### src/rtl/uart_boot_loader.sv
// uart_boot_loader: pulls bytes out of the UART receive FIFO, parses a framed
// program image (sync, 16-bit word count, little-endian words, 8-bit checksum)
// and writes the assembled 32-bit words into instruction memory.
module uart_boot_loader #(
    parameter int unsigned ADDR_W   = 10,
    parameter int unsigned READ_LAT = 1,
    parameter int unsigned TIMEOUT  = 2000000,
    parameter logic [7:0]  SYNC     = 8'hA5
) (
    input  logic              CLK,
    input  logic              RST,
    input  logic              EN,
    input  logic [7:0]        RX_STATUS,
    input  logic [7:0]        RX_DATA,
    output logic [7:0]        RX_CONTROL,
    output logic              MEM_WE,
    output logic [ADDR_W-1:0] MEM_ADDR,
    output logic [31:0]       MEM_WDATA,
    output logic              BUSY,
    output logic              DONE,
    output logic              ERR
);
    localparam int unsigned LAT_W  = $clog2(READ_LAT + 1) + 1;
    localparam int unsigned TCNT_W = $clog2(TIMEOUT + 1);
    localparam logic [16:0] MAX_N  = 17'(1) << ADDR_W;

    localparam logic [1:0] F_POLL = 2'd0;
    localparam logic [1:0] F_WAIT = 2'd1;
    localparam logic [1:0] F_HOLD = 2'd2;

    localparam logic [2:0] S_SYNC = 3'd0;
    localparam logic [2:0] S_LEN0 = 3'd1;
    localparam logic [2:0] S_LEN1 = 3'd2;
    localparam logic [2:0] S_DATA = 3'd3;
    localparam logic [2:0] S_CHK  = 3'd4;

    // byte fetch state
    logic [1:0]        fst_q, fst_d;
    logic [LAT_W-1:0]  lat_q, lat_d;
    logic              pop_q, pop_d;
    logic              bvalid_q, bvalid_d;
    logic [7:0]        byte_q, byte_d;

    // frame state
    logic [2:0]        st_q, st_d;
    logic [7:0]        lenlo_q, lenlo_d;
    logic [ADDR_W:0]   n_q, n_d;
    logic [ADDR_W:0]   wcnt_q, wcnt_d;
    logic [1:0]        bidx_q, bidx_d;
    logic [23:0]       word_q, word_d;
    logic [7:0]        csum_q, csum_d;
    logic [TCNT_W-1:0] tcnt_q, tcnt_d;
    logic              busy_q, busy_d;
    logic              done_q, done_d;
    logic              err_q, err_d;
    logic              we_q, we_d;
    logic [ADDR_W-1:0] addr_q, addr_d;
    logic [31:0]       wdata_q, wdata_d;

    logic [16:0]       nlen;

    assign nlen       = {1'b0, byte_q, lenlo_q};
    assign RX_CONTROL = {7'b0, pop_q};
    assign MEM_WE     = we_q;
    assign MEM_ADDR   = addr_q;
    assign MEM_WDATA  = wdata_q;
    assign BUSY       = busy_q;
    assign DONE       = done_q;
    assign ERR        = err_q;

    // Fetch FSM: one pop per byte, wait out the read latency, then one idle
    // cycle so the registered FIFO status catches up with the pop.
    always_comb begin
        fst_d    = fst_q;
        lat_d    = lat_q;
        pop_d    = 1'b0;
        bvalid_d = 1'b0;
        byte_d   = byte_q;
        case (fst_q)
            F_POLL: begin
                if (EN && (RX_STATUS != 8'h00)) begin
                    pop_d = 1'b1;
                    lat_d = '0;
                    fst_d = F_WAIT;
                end
            end
            F_WAIT: begin
                if (lat_q == LAT_W'(READ_LAT)) begin
                    byte_d   = RX_DATA;
                    bvalid_d = 1'b1;
                    fst_d    = F_HOLD;
                end else begin
                    lat_d = lat_q + 1'b1;
                end
            end
            F_HOLD:  fst_d = F_POLL;
            default: fst_d = F_POLL;
        endcase
    end

    // Frame FSM plus inter-byte timeout; acts only on a fetched byte or expiry.
    always_comb begin
        st_d    = st_q;
        lenlo_d = lenlo_q;
        n_d     = n_q;
        wcnt_d  = wcnt_q;
        bidx_d  = bidx_q;
        word_d  = word_q;
        csum_d  = csum_q;
        tcnt_d  = tcnt_q;
        busy_d  = busy_q;
        done_d  = done_q;
        err_d   = err_q;
        we_d    = 1'b0;
        addr_d  = addr_q;
        wdata_d = wdata_q;

        // address moves on once the write strobe has been presented
        if (we_q) addr_d = addr_q + 1'b1;
        if (busy_q) tcnt_d = tcnt_q + 1'b1;

        if (bvalid_q) begin
            // counter holds the number of cycles since the last byte valid
            tcnt_d = TCNT_W'(1);
            case (st_q)
                S_SYNC: begin
                    if (byte_q == SYNC) begin
                        st_d   = S_LEN0;
                        busy_d = 1'b1;
                        done_d = 1'b0;
                        err_d  = 1'b0;
                        csum_d = '0;
                        addr_d = '0;
                        wcnt_d = '0;
                        bidx_d = '0;
                    end
                end
                S_LEN0: begin
                    lenlo_d = byte_q;
                    st_d    = S_LEN1;
                end
                S_LEN1: begin
                    if (nlen > MAX_N) begin
                        err_d  = 1'b1;
                        busy_d = 1'b0;
                        st_d   = S_SYNC;
                    end else if (nlen == 17'd0) begin
                        st_d = S_CHK;
                    end else begin
                        n_d  = nlen[ADDR_W:0];
                        st_d = S_DATA;
                    end
                end
                S_DATA: begin
                    csum_d = csum_q + byte_q;
                    word_d = {byte_q, word_q[23:8]};
                    bidx_d = bidx_q + 1'b1;
                    if (bidx_q == 2'd3) begin
                        we_d    = 1'b1;
                        wdata_d = {byte_q, word_q};
                        wcnt_d  = wcnt_q + 1'b1;
                        if ((wcnt_q + 1'b1) == n_q) st_d = S_CHK;
                    end
                end
                S_CHK: begin
                    if (byte_q == csum_q) done_d = 1'b1;
                    else                  err_d  = 1'b1;
                    busy_d = 1'b0;
                    st_d   = S_SYNC;
                end
                default: st_d = S_SYNC;
            endcase
        end else if (busy_q && (tcnt_q == TCNT_W'(TIMEOUT - 1))) begin
            err_d  = 1'b1;
            busy_d = 1'b0;
            st_d   = S_SYNC;
        end
    end

    // State registers; active-low synchronous reset clears everything.
    always_ff @(posedge CLK) begin
        if (!RST) begin
            fst_q    <= F_POLL;
            lat_q    <= '0;
            pop_q    <= 1'b0;
            bvalid_q <= 1'b0;
            byte_q   <= '0;
            st_q     <= S_SYNC;
            lenlo_q  <= '0;
            n_q      <= '0;
            wcnt_q   <= '0;
            bidx_q   <= '0;
            word_q   <= '0;
            csum_q   <= '0;
            tcnt_q   <= '0;
            busy_q   <= 1'b0;
            done_q   <= 1'b0;
            err_q    <= 1'b0;
            we_q     <= 1'b0;
            addr_q   <= '0;
            wdata_q  <= '0;
        end else begin
            fst_q    <= fst_d;
            lat_q    <= lat_d;
            pop_q    <= pop_d;
            bvalid_q <= bvalid_d;
            byte_q   <= byte_d;
            st_q     <= st_d;
            lenlo_q  <= lenlo_d;
            n_q      <= n_d;
            wcnt_q   <= wcnt_d;
            bidx_q   <= bidx_d;
            word_q   <= word_d;
            csum_q   <= csum_d;
            tcnt_q   <= tcnt_d;
            busy_q   <= busy_d;
            done_q   <= done_d;
            err_q    <= err_d;
            we_q     <= we_d;
            addr_q   <= addr_d;
            wdata_q  <= wdata_d;
        end
    end
endmodule

### config.mk
export PLATFORM = sky130hd
export DESIGN_NAME = uart_boot_loader
export DESIGN_NICKNAME = d
export VERILOG_FILES = /design/src/rtl/uart_boot_loader.sv
export SDC_FILE = /design/constraint.sdc
export NUM_CORES = 1
export LEC_CHECK = 0
export ABC_AREA = 1
export CORE_MARGIN = 8
export CORE_UTILIZATION = 30
export CTS_BUF_LIST = sky130_fd_sc_hd__clkbuf_4 sky130_fd_sc_hd__clkbuf_8
export CTS_CLUSTER_DIAMETER = 150
export CTS_CLUSTER_SIZE = 25
export DETAILED_ROUTE_END_ITERATION = 10
export PLACE_DENSITY = 0.58
export SYNTH_ARGS = -nofsm -noshare
export SYNTH_HDL_FRONTEND = slang
export SYNTH_SLANG_ARGS = --single-unit
export TNS_END_PERCENT = 5
### constraint.sdc
create_clock -name CLK -period 3.7 [get_ports CLK]
set_clock_uncertainty 0.1 [all_clocks]
set_input_delay 0.555 -clock CLK [delete_from_list [all_inputs] [get_ports CLK]]
set_output_delay 0.555 -clock CLK [all_outputs]
set_load 0.01 [all_outputs]
* Word-level counts from Yosys, hierarchy flattened *
Cells that the tools add are included.

storage, ports and cells
  register bits = 148
  latch bits = 0
  bits in writable memories = 0
  bits in read-only memories = 0
  bits of input ports = 19
  output and inout bits = 54
  word-level logic and storage cells = 124
  memories = 0

cells by class
  add/sub/neg operators = 6
  $mul = 0
  div/mod/pow operators = 0
  magnitude comparators = 1
  equal/unequal tests = 23
  shift-type cells = 0
  muxes and demuxes = 43
  bitwise operators = 3
  reductions and logical operators = 28

operators by type and width
  cell                                                                     number
  10-bit two-way mux                                                       4
  11-bit two-way mux                                                       2
  11-bit one-hot mux with 2 select lines                                   1
  21-bit by 1-bit adder with 21-bit output (second input constant)         1
  21-bit == test (second input constant)                                   1
  3-bit two-way mux                                                        7
  4-bit AND reduction                                                      5
  17-bit logical NOT                                                       1
  16-bit by 11-bit > comparator with 1-bit output (second input constant)  1
  8-bit one-hot mux with 2 select lines                                    1
  1-bit two-way mux                                                        15
  3-bit != test (second input constant)                                    5
  2-bit != test (second input constant)                                    6
  2-bit one-hot mux with 2 select lines                                    3
  3-bit one-hot mux with 4 select lines                                    1
  2-bit AND reduction                                                      6
  3-bit AND reduction                                                      4
  11-bit by 1-bit adder with 11-bit output (second input constant)         1
  11-bit == test                                                           1
  10-bit by 1-bit adder with 10-bit output (second input constant)         1
  2-bit two-way mux                                                        5
  2-bit nonzero test                                                       5
  8-bit adder                                                              1
  8-bit == test                                                            1
  other kinds (18)                                                         25

* Depth between registers and ports, before layout *
Gate-level depths: netlist of run 1.

  word-level depth = 6
  gate-level depth with buffers = 16
  gate-level depth less buffers = 16

* Worst setup path before layout of run 1 *
No wires, ideal clock.

  kind = register to register
  from = reg byte_q[0]
  to = reg csum_q[6]
  library setup time = 0.070 ns
  data arrival time = 1.678 ns
  data required time = 3.530 ns
  path slack = 1.851 ns
  cell stages (with the launch flop) = 11
  buffers on the path = 0
  clock period less this slack = 1.849 ns
  cells stage by stage = dfxtp_1 > ha_1 > fa_1 > a31oi_1 > or2_2 > nand2_1 > a21oi_1 > inv_1 > nand2_1 > nand3_1 > a21oi_1

on the way
  word-level cells in the longest chain between the ends = 3
  elaborated cells on any way between the ends = 5
  classes of those cells = add/sub: 1; eq/ne: 2; mux: 1; reduce/logical: 1

RTL lines
  element                                              RTL line  source
  from (decl)                                          42        logic [7:0] byte_q, byte_d;
  from (signal assigned)                               207       byte_q <= byte_d;
  branches (longest 3 deep; another with 8-bit adder)  -
  to (signal assigned)                                 214       csum_q <= csum_d;
  to (decl)                                            51        logic [7:0] csum_q, csum_d;

Several ways; the timed one is not identified.
A chain may end at the register's enable or synchronous reset.

* Worst setup path after layout of run 1 *
  from = reg bvalid_q
  to = reg wdata_q[23] (netlist: MEM_WDATA[23])

on the way
  word-level cells in the longest chain between the ends = 1

RTL lines
  element                        RTL line  source
  from (decl)                    41        logic bvalid_q, bvalid_d;
  from (signal assigned)         206       bvalid_q <= bvalid_d;
  3-bit AND reduction (no line)  -
  to (signal assigned)           221       wdata_q <= wdata_d;
  to (decl)                      58        logic [31:0] wdata_q, wdata_d;

Every way passes these cells.

==> impl_metrics.yaml, run 1 <==
outcome:
  status: "finished, final reports clean"
min_path:
  min_from: "word_q[6]"
  min_to: "word_q[6]"
  hold_depth: 2
  worstHoldPathType: "flop to flop"
power_and_ir_drop:
  pwr-share-seq_pct: 52.1
  p_int_mw: 2.33
  combPwrFrac_pct: 3.9
  power.density_mw_per_mm2: 391
  p_leak_nw: 3.02
  power_frac_clock_pct: 43.9
  ir_drop_uv: 206
  switching_share_pct: 24.5
  p_switching_uw: 757
  p_total_mw: 3.09
flow_run:
  drv_cap: 0
synthesis:
  synth_area_leader_cell: "dfxtp_1"
  syn_area_per_cell_sq_um: 7.41
  synth-async-reset-ratio_pct: 0
  syn_inst: 900
  synthTopCellsByArea: "dfxtp_1, nand2_1, a21oi_1, nor2_1, o21ai_0"
  ys_ff_latch: 148
  ys_seq_area_share_pct: 44.4
  synth.most_common_cell: "dfxtp_1"
  yosys.cell_types.count: 47
  ys.flop_type: "dfxtp_1"
  synth_top_area_share_pct: 44.4
  yosys_warnings: 0
  synth_edf_count: 0
  synthTopCellsByCount: "dfxtp_1, nand2_1, nor2_1"
  syn-cell-area_sq_mm: 0.00667
critical_path:
  ff2ff_setup_slack_ps: 1170
  endpoint_kind: "flop"
  cpPeakStageDelay_ps: 530
  crit_type: "flop to flop"
  critPathMaxFanout: 45
  crit_arrival_ps: 2800
  ff2ff_path_depth: 6
  reg2reg_to: "MEM_WDATA[23]"
  slowest_stage: "nor2_8"
  cp.required_ps: 3970
  r2r-start: "bvalid_q"
  cp_cell_sequence: "clkinv_2 > nor2_8 > nand2_2 > inv_2 > o21ai_0 > a21oi_1"
  start_kind: "flop"
grt:
  track_usage_pct: 12.1
  antenna_found_initial: 0
  grt_max_degree: 88
  globalRoute.totalOverflow: 0
  grt_pass1_vias: 5438
  grt_pass1_wl_um: 26800
clock_tree:
  clock_sinks: 148
  cts.reportedPaths.clkPinSlew_ps: 80
  post_cts_buffers: 0
  cts_tree: "done"
  clockBufferDepth: 2
  numCtsBuffers: 17
  cts_resized: 0
  htreeDepth: 4
  cts_hold_buf: 0
  clockRootBuffer: "clkbuf_8"
  clk_latency_ps: 440
routing:
  drt.antenna.violating_nets: 0
  num_vias: 5717
  routed_wirelength_um: 15900
  drt-initial-drc-count: 319
  drcViolationCount: 0
  wl_per_cell_um: 12.8
  drtPass1Iterations: 5
  vias_per_cell: 4.60
floorplanning:
  ioPinCount: 73
  initial_utilization_pct: 30.6
  core-area_sq_mm: 0.0218
  rows: 54
  die_h_um: 165
  die-area_sq_mm: 0.0273
  die_w_um: 165
layout:
  regArea_sq_mm: 0.00296
  drive_above_1_share_pct: 8.00
  fin_nets: 983
  area_growth_pct: 18.4
  final_cells: 1243
  fill_cells: 2325
  antennaDiodeCount: 0
  multi_input_area_sq_mm: 0.00310
timing:
  finalCriticalPeriod_ps: 2530
  fmax_mhz: 395
  rsz0062_at_grt: "false"
  worst_pin_slew_ps: 769
  maxSlewHeadroom_pct: 48.7
  slew_violations: 0
  hold_viol: 0
  finalSetupViolations: 0
  post-route-period-util_pct: 68.5
  fin_ws_ps: 1170
  tns_ps: 0
placement:
  pre_cts_ws_ps: 1160
  place.port_buffers: 65
  gp_congestion: 0.850
  dp_hpwl_um: 11400
  place_inst: 1212
-- area by class of cell --
class	instances	share of cell area, %
multi-input cells	610	39.2
flip-flops and latches	148	37.5
repair buffers	67	8.36
inverters	107	5.13
well taps	280	4.43
clock buffers	17	2.96
clock inverters	14	2.41
-- registers in the layout, indices dropped and copies added (netlist names), 2 cells and up --
signal,count
MEM_ADDR,10
MEM_WDATA,32
n_q,11
fst_q,2
lat_q,2
bidx_q,2
lenlo_q,8
byte_q,8
wcnt_q,11
st_q,3
csum_q,8
word_q,24
tcnt_q,21
-- through the flow --
stage	area, sq um	hold WS, ps	util (%)
after floorplan	6690	333	-
after global placement	7480	350	34.3
after detailed placement	7480	352	34.3
after CTS	7900	367	36.2
after global routing	7900	379	36.2
final	7900	362	36.2
-- power by group through the flow --
stage	clock, mW	sequential [mW]	combinational (mW)
after floorplan	0	1.64	0.0836
after global placement	0	1.65	0.124
after detailed placement	0	1.65	0.124
after CTS	1.40	1.61	0.124
after global routing	1.47	1.61	0.137
final	1.36	1.61	0.122
-- worst max path at each step --
stage                         start       endpoint
after CTS                  bvalid_q  MEM_WDATA[23]
after detailed placement   bvalid_q  MEM_WDATA[23]
after global routing       bvalid_q  MEM_WDATA[22]
after global placement     bvalid_q  MEM_WDATA[20]
final                      bvalid_q  MEM_WDATA[23]
after floorplan           byte_q[0]      csum_q[6]
-- worst max-delay path: cells and delay by family (launching register included) --
kind,cells,cell delay [ps]
AND/OR/NAND/NOR,2,960
flip-flops,1,420
buffers and inverters,2,660
AO/OA/AOI/OAI,2,300
-- logic make-up after synthesis --
group	Yosys count	share of synthesized area (%)
XOR/XNOR	12	1.58
adder cells (fa/ha/maj)	13	2.55
AO/OA/AOI/OAI	214	17.1
AND/OR/NAND/NOR	364	24.8
flip-flops	148	44.4
buffers and inverters	148	9.49
other	1	0.0562
-- metal layers --
metal	share of wire, %	wire length (um)	GRT usage, %
met5	0	0	0
met4	0.73	116	2.70
met3	4.2	669	3.72
met2	47	7480	19.9
met1	48	7600	15.3
-- cells in the final DEF (no fill, tap or decap), types with 3 or more instances in the layout --
cell type,synthesis,final
a211oi_2,3,3
o21ai_1,17,17
a21oi_1,100,100
clkdlybuf4s50_1,0,64
nor2_1,108,108
a211oi_1,3,3
dfxtp_1,148,148
inv_8,0,3
xnor2_1,4,4
nand3_1,54,54
inv_2,8,8
nor4_1,7,7
nor3_1,15,15
nor2_4,5,5
o21a_1,3,3
nor2_2,8,8
xor2_1,8,8
or2_2,3,3
ha_1,12,12
conb_1,1,7
inv_6,0,6
o21ai_0,79,79
clkbuf_8,0,17
inv_1,96,96
bufinv_16,0,3
nand4_1,12,12
nand2_1,136,136
nand2_2,5,5
Power figures use the tool's default switching activity.
==> inputs of run 2 (changes only) <==
clock period = 2.5 ns   (was 3.7 ns; I/O delays follow)
==> run 2 against run 1 <==
Net effect: clock power is 37% higher; global-route usage is 0.16 points higher; total power is 43% higher; sequential share of layout area hardly changed; hold slack worse by 210 ps; largest cell class unchanged.
==> impl_metrics.yaml, run 2 (same netlist as run 1, synthesis figures left out) <==
critical_path:
  path_buf_inv: 1
  endpoint_kind: "output pin"
  slowest_stage: "clkdlybuf4s50_1"
  start_kind: "flop"
  crit_family: "buffers and inverters"
  crit_type: "flop to output pin"
  cpPeakStageDelay_ps: 610
  cp_cell_sequence: "clkdlybuf4s50_1"
  critPathMaxFanout: 8
  crit_arrival_ps: 1540
  cp.required_ps: 2030
timing:
  worst_pin_slew_ps: 636
  rsz0062_at_grt: "false"
  finalCriticalPeriod_ps: 2010
  finalSetupViolations: 0
  maxSlewHeadroom_pct: 57.4
  slew_violations: 0
  tns_ps: 0
  whs_ps: 157
  fmax_mhz: 497
  fin_ws_ps: 487
  hold_viol: 0
  post-route-period-util_pct: 80.5
placement:
  place.port_buffers: 65
  dp_hpwl_um: 11900
  pre_cts_ws_ps: 491
  gp_congestion: 0.803
power_and_ir_drop:
  power.density_mw_per_mm2: 560
  switching_share_pct: 24.0
  ir_drop_uv: 325
  p_leak_nw: 3.02
  pwr-share-seq_pct: 53.8
  power_frac_clock_pct: 42.1
  combPwrFrac_pct: 4.1
  p_int_mw: 3.37
  p_switching_mw: 1.06
grt:
  grt_pass1_wl_um: 26900
  track_usage_pct: 12.3
  grt_max_degree: 50
  grt_pass1_vias: 5519
  globalRoute.totalOverflow: 0
  antenna_found_initial: 0
clock_tree:
  cts.reportedPaths.clkPinSlew_ps: 80
  clk_latency_ps: 450
  cts_hold_buf: 0
  cts_tree: "done"
  clockBufferDepth: 2
  cts_resized: 0
  post_cts_buffers: 0
  numCtsBuffers: 17
  clockRootBuffer: "clkbuf_8"
  htreeDepth: 4
  clock_sinks: 148
routing:
  drt.antenna.violating_nets: 0
  drcViolationCount: 0
  wl_per_cell_um: 13.1
  drt-initial-drc-count: 314
  vias_per_cell: 4.63
  num_vias: 5784
  drtPass1Iterations: 6
  routed_wirelength_um: 16400
floorplanning:
  die_w_um: 165
  die_h_um: 165
  core-area_sq_mm: 0.0218
  die-area_sq_mm: 0.0273
  rows: 54
  ioPinCount: 73
  initial_utilization_pct: 30.6
layout:
  layout_common_cells: "dfxtp_1, nand2_1, nor2_1"
  fin_nets: 988
  largest_reg_flops: 32
  area_growth_pct: 18.5
  antennaDiodeCount: 0
  drive_above_1_share_pct: 8.47
  final_common_cell: "dfxtp_1"
outcome:
  status: "finished, final reports clean"
min_path:
  worstHoldPathType: "primary input to flop"
flow_run:
  drv_cap: 0
run 2: changes by cell type in the layout (fill, tap and decap cells not counted):
cell	before	now
clkinv_2	2	3
clkinvlp_4	0	3
inv_6	6	2
clkbuf_4	0	2
buf_4	2	7
clkbuf_8	17	18
clkinv_4	1	2
bufinv_16	3	2
inv_8	3	0
run 2: per-stage QoR:
step	power (mW)	area [sq um]	std cells	util, %
2_1_floorplan	2.56	6690	906	-
3_3_place_gp	2.62	7510	1217	34.4
3_5_place_dp	2.62	7510	1217	34.4
4_1_cts	4.48	7910	1248	36.2
5_1_grt	4.60	7910	1248	36.2
6_report	4.43	7910	1248	36.2
run 2: final timing paths:
path / from / slack, ps / cells after the start / endpoint
min: RST / 160 / 3 / n_q[9]
max reg2reg: bvalid_q / 490 / 7 / MEM_WDATA[8]
min reg2reg: word_q[6] / 360 / 2 / word_q[6]
max: MEM_WE / 490 / 1 / MEM_WE
run 2: cell type report:
cell class,count,area [sq um]
flip-flops and latches,148,2960
clock buffers,20,263
inverters,107,405
clock inverters,11,128
well taps,280,350
fillers,2265,13900
multi-input cells,610,3100
repair buffers,72,698
run 2: per-layer routing:
metal / wire length, um / share of wire [%] / vias up / track usage [%]
li1: - / - / 3065 / -
met1: 7910 / 48 / 2610 / 15.4
met5: 0 / 0 / - / 0
met3: 619 / 3.8 / 17 / 3.07
met4: 198 / 1.2 / 0 / 4.05
met2: 7680 / 47 / 92 / 20.2
run 2: worst min-delay path, stage by stage:
cell	delay [ps]
buf_2	160
o21ai_0	90
a21oi_1	40
run 2: power by group through the flow:
stage | combinational, mW | sequential [mW] | clock, mW
2_1_floorplan | 0.124 | 2.43 | 0
3_3_place_gp | 0.184 | 2.44 | 0
3_5_place_dp | 0.184 | 2.44 | 0
4_1_cts | 0.185 | 2.38 | 1.91
5_1_grt | 0.207 | 2.39 | 2.01
6_report | 0.183 | 2.38 | 1.86
==> inputs of run 3 (changes only) <==
PLACE_DENSITY = 0.6   (was 0.58)
clock period = 1.8 ns   (was 2.5 ns; I/O delays follow)
==> run 3 against run 2 <==
Net effect: the run now ends with setup timing left; die area is the same; cell count grew 4.7%; hold slack gained 75 ps; via count grew 3.6%; first-iteration DRC count grew 1.9%; count of clock-buffer cells in the layout shrank 3; register-to-register slack lost 510 ps; core utilization grew 3.2 points; critical path depth grew 13; critical endpoint is now st_q[0]; largest power group unchanged.
==> impl_metrics.yaml, run 3 (same netlist as run 1, synthesis figures left out) <==
timing:
  fin_ws_ps: -23.2
  maxSlewHeadroom_pct: 55.5
  fmax_mhz: 548
  worst_pin_slew_ps: 665
  finalSetupViolations: 3
  rsz0062_at_grt: "true"
  post-route-period-util_pct: 101
  finalCriticalPeriod_ps: 1820
  hold_viol: 0
  slew_violations: 0
  tns_ps: -64.6
layout:
  drive_above_1_share_pct: 18.1
  layout_common_cells: "dfxtp_1, nand2_1, nor2_1"
  final_cells: 1307
  largest_reg_flops: 32
  final_common_cell: "dfxtp_1"
  final_core_util_pct: 39.4
  area_growth_pct: 28.9
  antennaDiodeCount: 0
  fin_nets: 1046
  fill_cells: 2225
grt:
  grt_pass1_vias: 5757
  track_usage_pct: 12.6
  grt_max_degree: 88
  globalRoute.totalOverflow: 0
  grt_pass1_wl_um: 27800
  antenna_found_initial: 0
critical_path:
  ff2ff_path_depth: 14
  crit_arrival_ps: 2070
  ff2ff_setup_slack_ps: -20
  reg2reg_to: "st_q[0]"
  crit_family: "simple AND/OR/NAND/NOR gates"
  endpoint_kind: "flop"
  cpPeakStageDelay_ps: 390
  crit_top_cell: "nand2_1"
  path_buf_inv: 0
  start_kind: "flop"
  r2r-start: "wcnt_q[0]"
  critPathMaxFanout: 5
  cp.required_ps: 2050
  cp_cell_sequence: "ha_4 > nand3_4 > nor2_4 > nand2_1 > nand2_1 > nand2_1 > nand2_1 > nand3_1 > nor2_1 > nand2_1 > nand2_2 > nand3_1 > nand2_1 > nor2_1"
  crit_type: "flop to flop"
  slowest_stage: "dfxtp_4"
power_and_ir_drop:
  p_leak_nw: 3.54
  power_frac_clock_pct: 42.6
  switching_share_pct: 25.4
  combPwrFrac_pct: 4.9
  power.density_mw_per_mm2: 731
  p_int_mw: 4.69
  ir_drop_uv: 452
  p_switching_mw: 1.60
  pwr-share-seq_pct: 52.6
clock_tree:
  clk_latency_ps: 460
  htreeDepth: 4
  clockRootBuffer: "clkbuf_8"
  clock_sinks: 148
  cts.reportedPaths.clkPinSlew_ps: 90
  cts_tree: "done"
  clockBufferDepth: 2
  numCtsBuffers: 17
floorplanning:
  die_w_um: 165
  initial_utilization_pct: 30.6
  die-area_sq_mm: 0.0273
  die_h_um: 165
  rows: 54
  core-area_sq_mm: 0.0218
  ioPinCount: 73
routing:
  drt.antenna.violating_nets: 0
  drtPass1Iterations: 5
  routed_wirelength_um: 16700
  vias_per_cell: 4.59
  wl_per_cell_um: 12.8
  drcViolationCount: 0
  drt-initial-drc-count: 320
  num_vias: 5994
min_path:
  worstHoldPathType: "primary input to flop"
  hold_depth: 4
  min_to: "n_q[7]"
  min_from: "RST"
placement:
  pre_cts_ws_ps: -78.9
  gp_congestion: 0.867
  dp_hpwl_um: 11900
  place_inst: 1269
  place.port_buffers: 65
outcome:
  violations: "setup timing"
  status: "finished with violations"
flow_run:
  drv_cap: 0
==> run 3: cell count changes in the layout (fill, tap and decap cells not counted), sizes merged <==
cell,change
clkdlybuf4s50,-15
inv,+5
buf,+58
dlygate4sd2,+6
clkbuf,-3
clkinvlp,-2
dlymetal6s2s,+9
clkinv,+1
==> run 3: worst max-delay path by stage <==
stage | startpoint | endpoint | cells past startpoint
after floorplan | byte_q[0] | csum_q[6] | 10
after global placement | wcnt_q[0] | st_q[1] | 14
after detailed placement | wcnt_q[0] | st_q[1] | 14
after CTS | byte_q[0] | csum_q[6] | 10
after global routing | byte_q[6] | ERR | 7
final | wcnt_q[0] | st_q[0] | 14
==> run 3: power groups by stage <==
stage / Clock (mW) / Sequential [mW] / Combinational [mW]
global placement: 0 / 3.38 / 0.300
global route: 2.89 / 3.31 / 0.343
finish: 2.68 / 3.30 / 0.306
CTS: 2.76 / 3.31 / 0.303
floorplan: 0 / 3.38 / 0.172
detailed placement: 0 / 3.38 / 0.301
==> run 3: area by class of cell <==
cell class / instances / area [sq um] / area share, %
well taps: 280 / 350 / 4.07
inverters: 107 / 405 / 4.71
multi-input cells: 610 / 3250 / 37.8
flip-flops and latches: 148 / 2990 / 34.7
clock inverters: 15 / 170 / 1.98
repair buffers: 130 / 1210 / 14.0
clock buffers: 17 / 234 / 2.72
==> run 3: worst min-delay path, stage by stage <==
cell and delay, ps:
buf_2 120, buf_12 190, o21ai_0 110, a21oi_1 40
==> run 3: repair_timing <==
action                                  4_1_cts  5_1_grt
endpoints found under the setup margin       16       61
hold buffers                                  0        0
gates cloned                                  0        0
resized for setup                            18       53
pin swaps                                     0       15
setup buffers                                 0        6
==> run 3: metrics by stage <==
step / hold slack, ps / power [mW] / cell area, sq um
after global placement: 350 / 3.68 / 7960
after global routing: 225 / 6.54 / 8600
final: 232 / 6.29 / 8600
after detailed placement: 353 / 3.68 / 7960
after CTS: 213 / 6.37 / 8390
after floorplan: 333 / 3.55 / 6700
==> run 3: per-layer routing <==
layer	up-vias	track usage (%)	routed length [um]
li1	3176	-	-
met1	2699	15.7	7960
met2	101	20.5	7750
met3	18	3.62	777
met4	0	4.30	225
met5	-	0	0
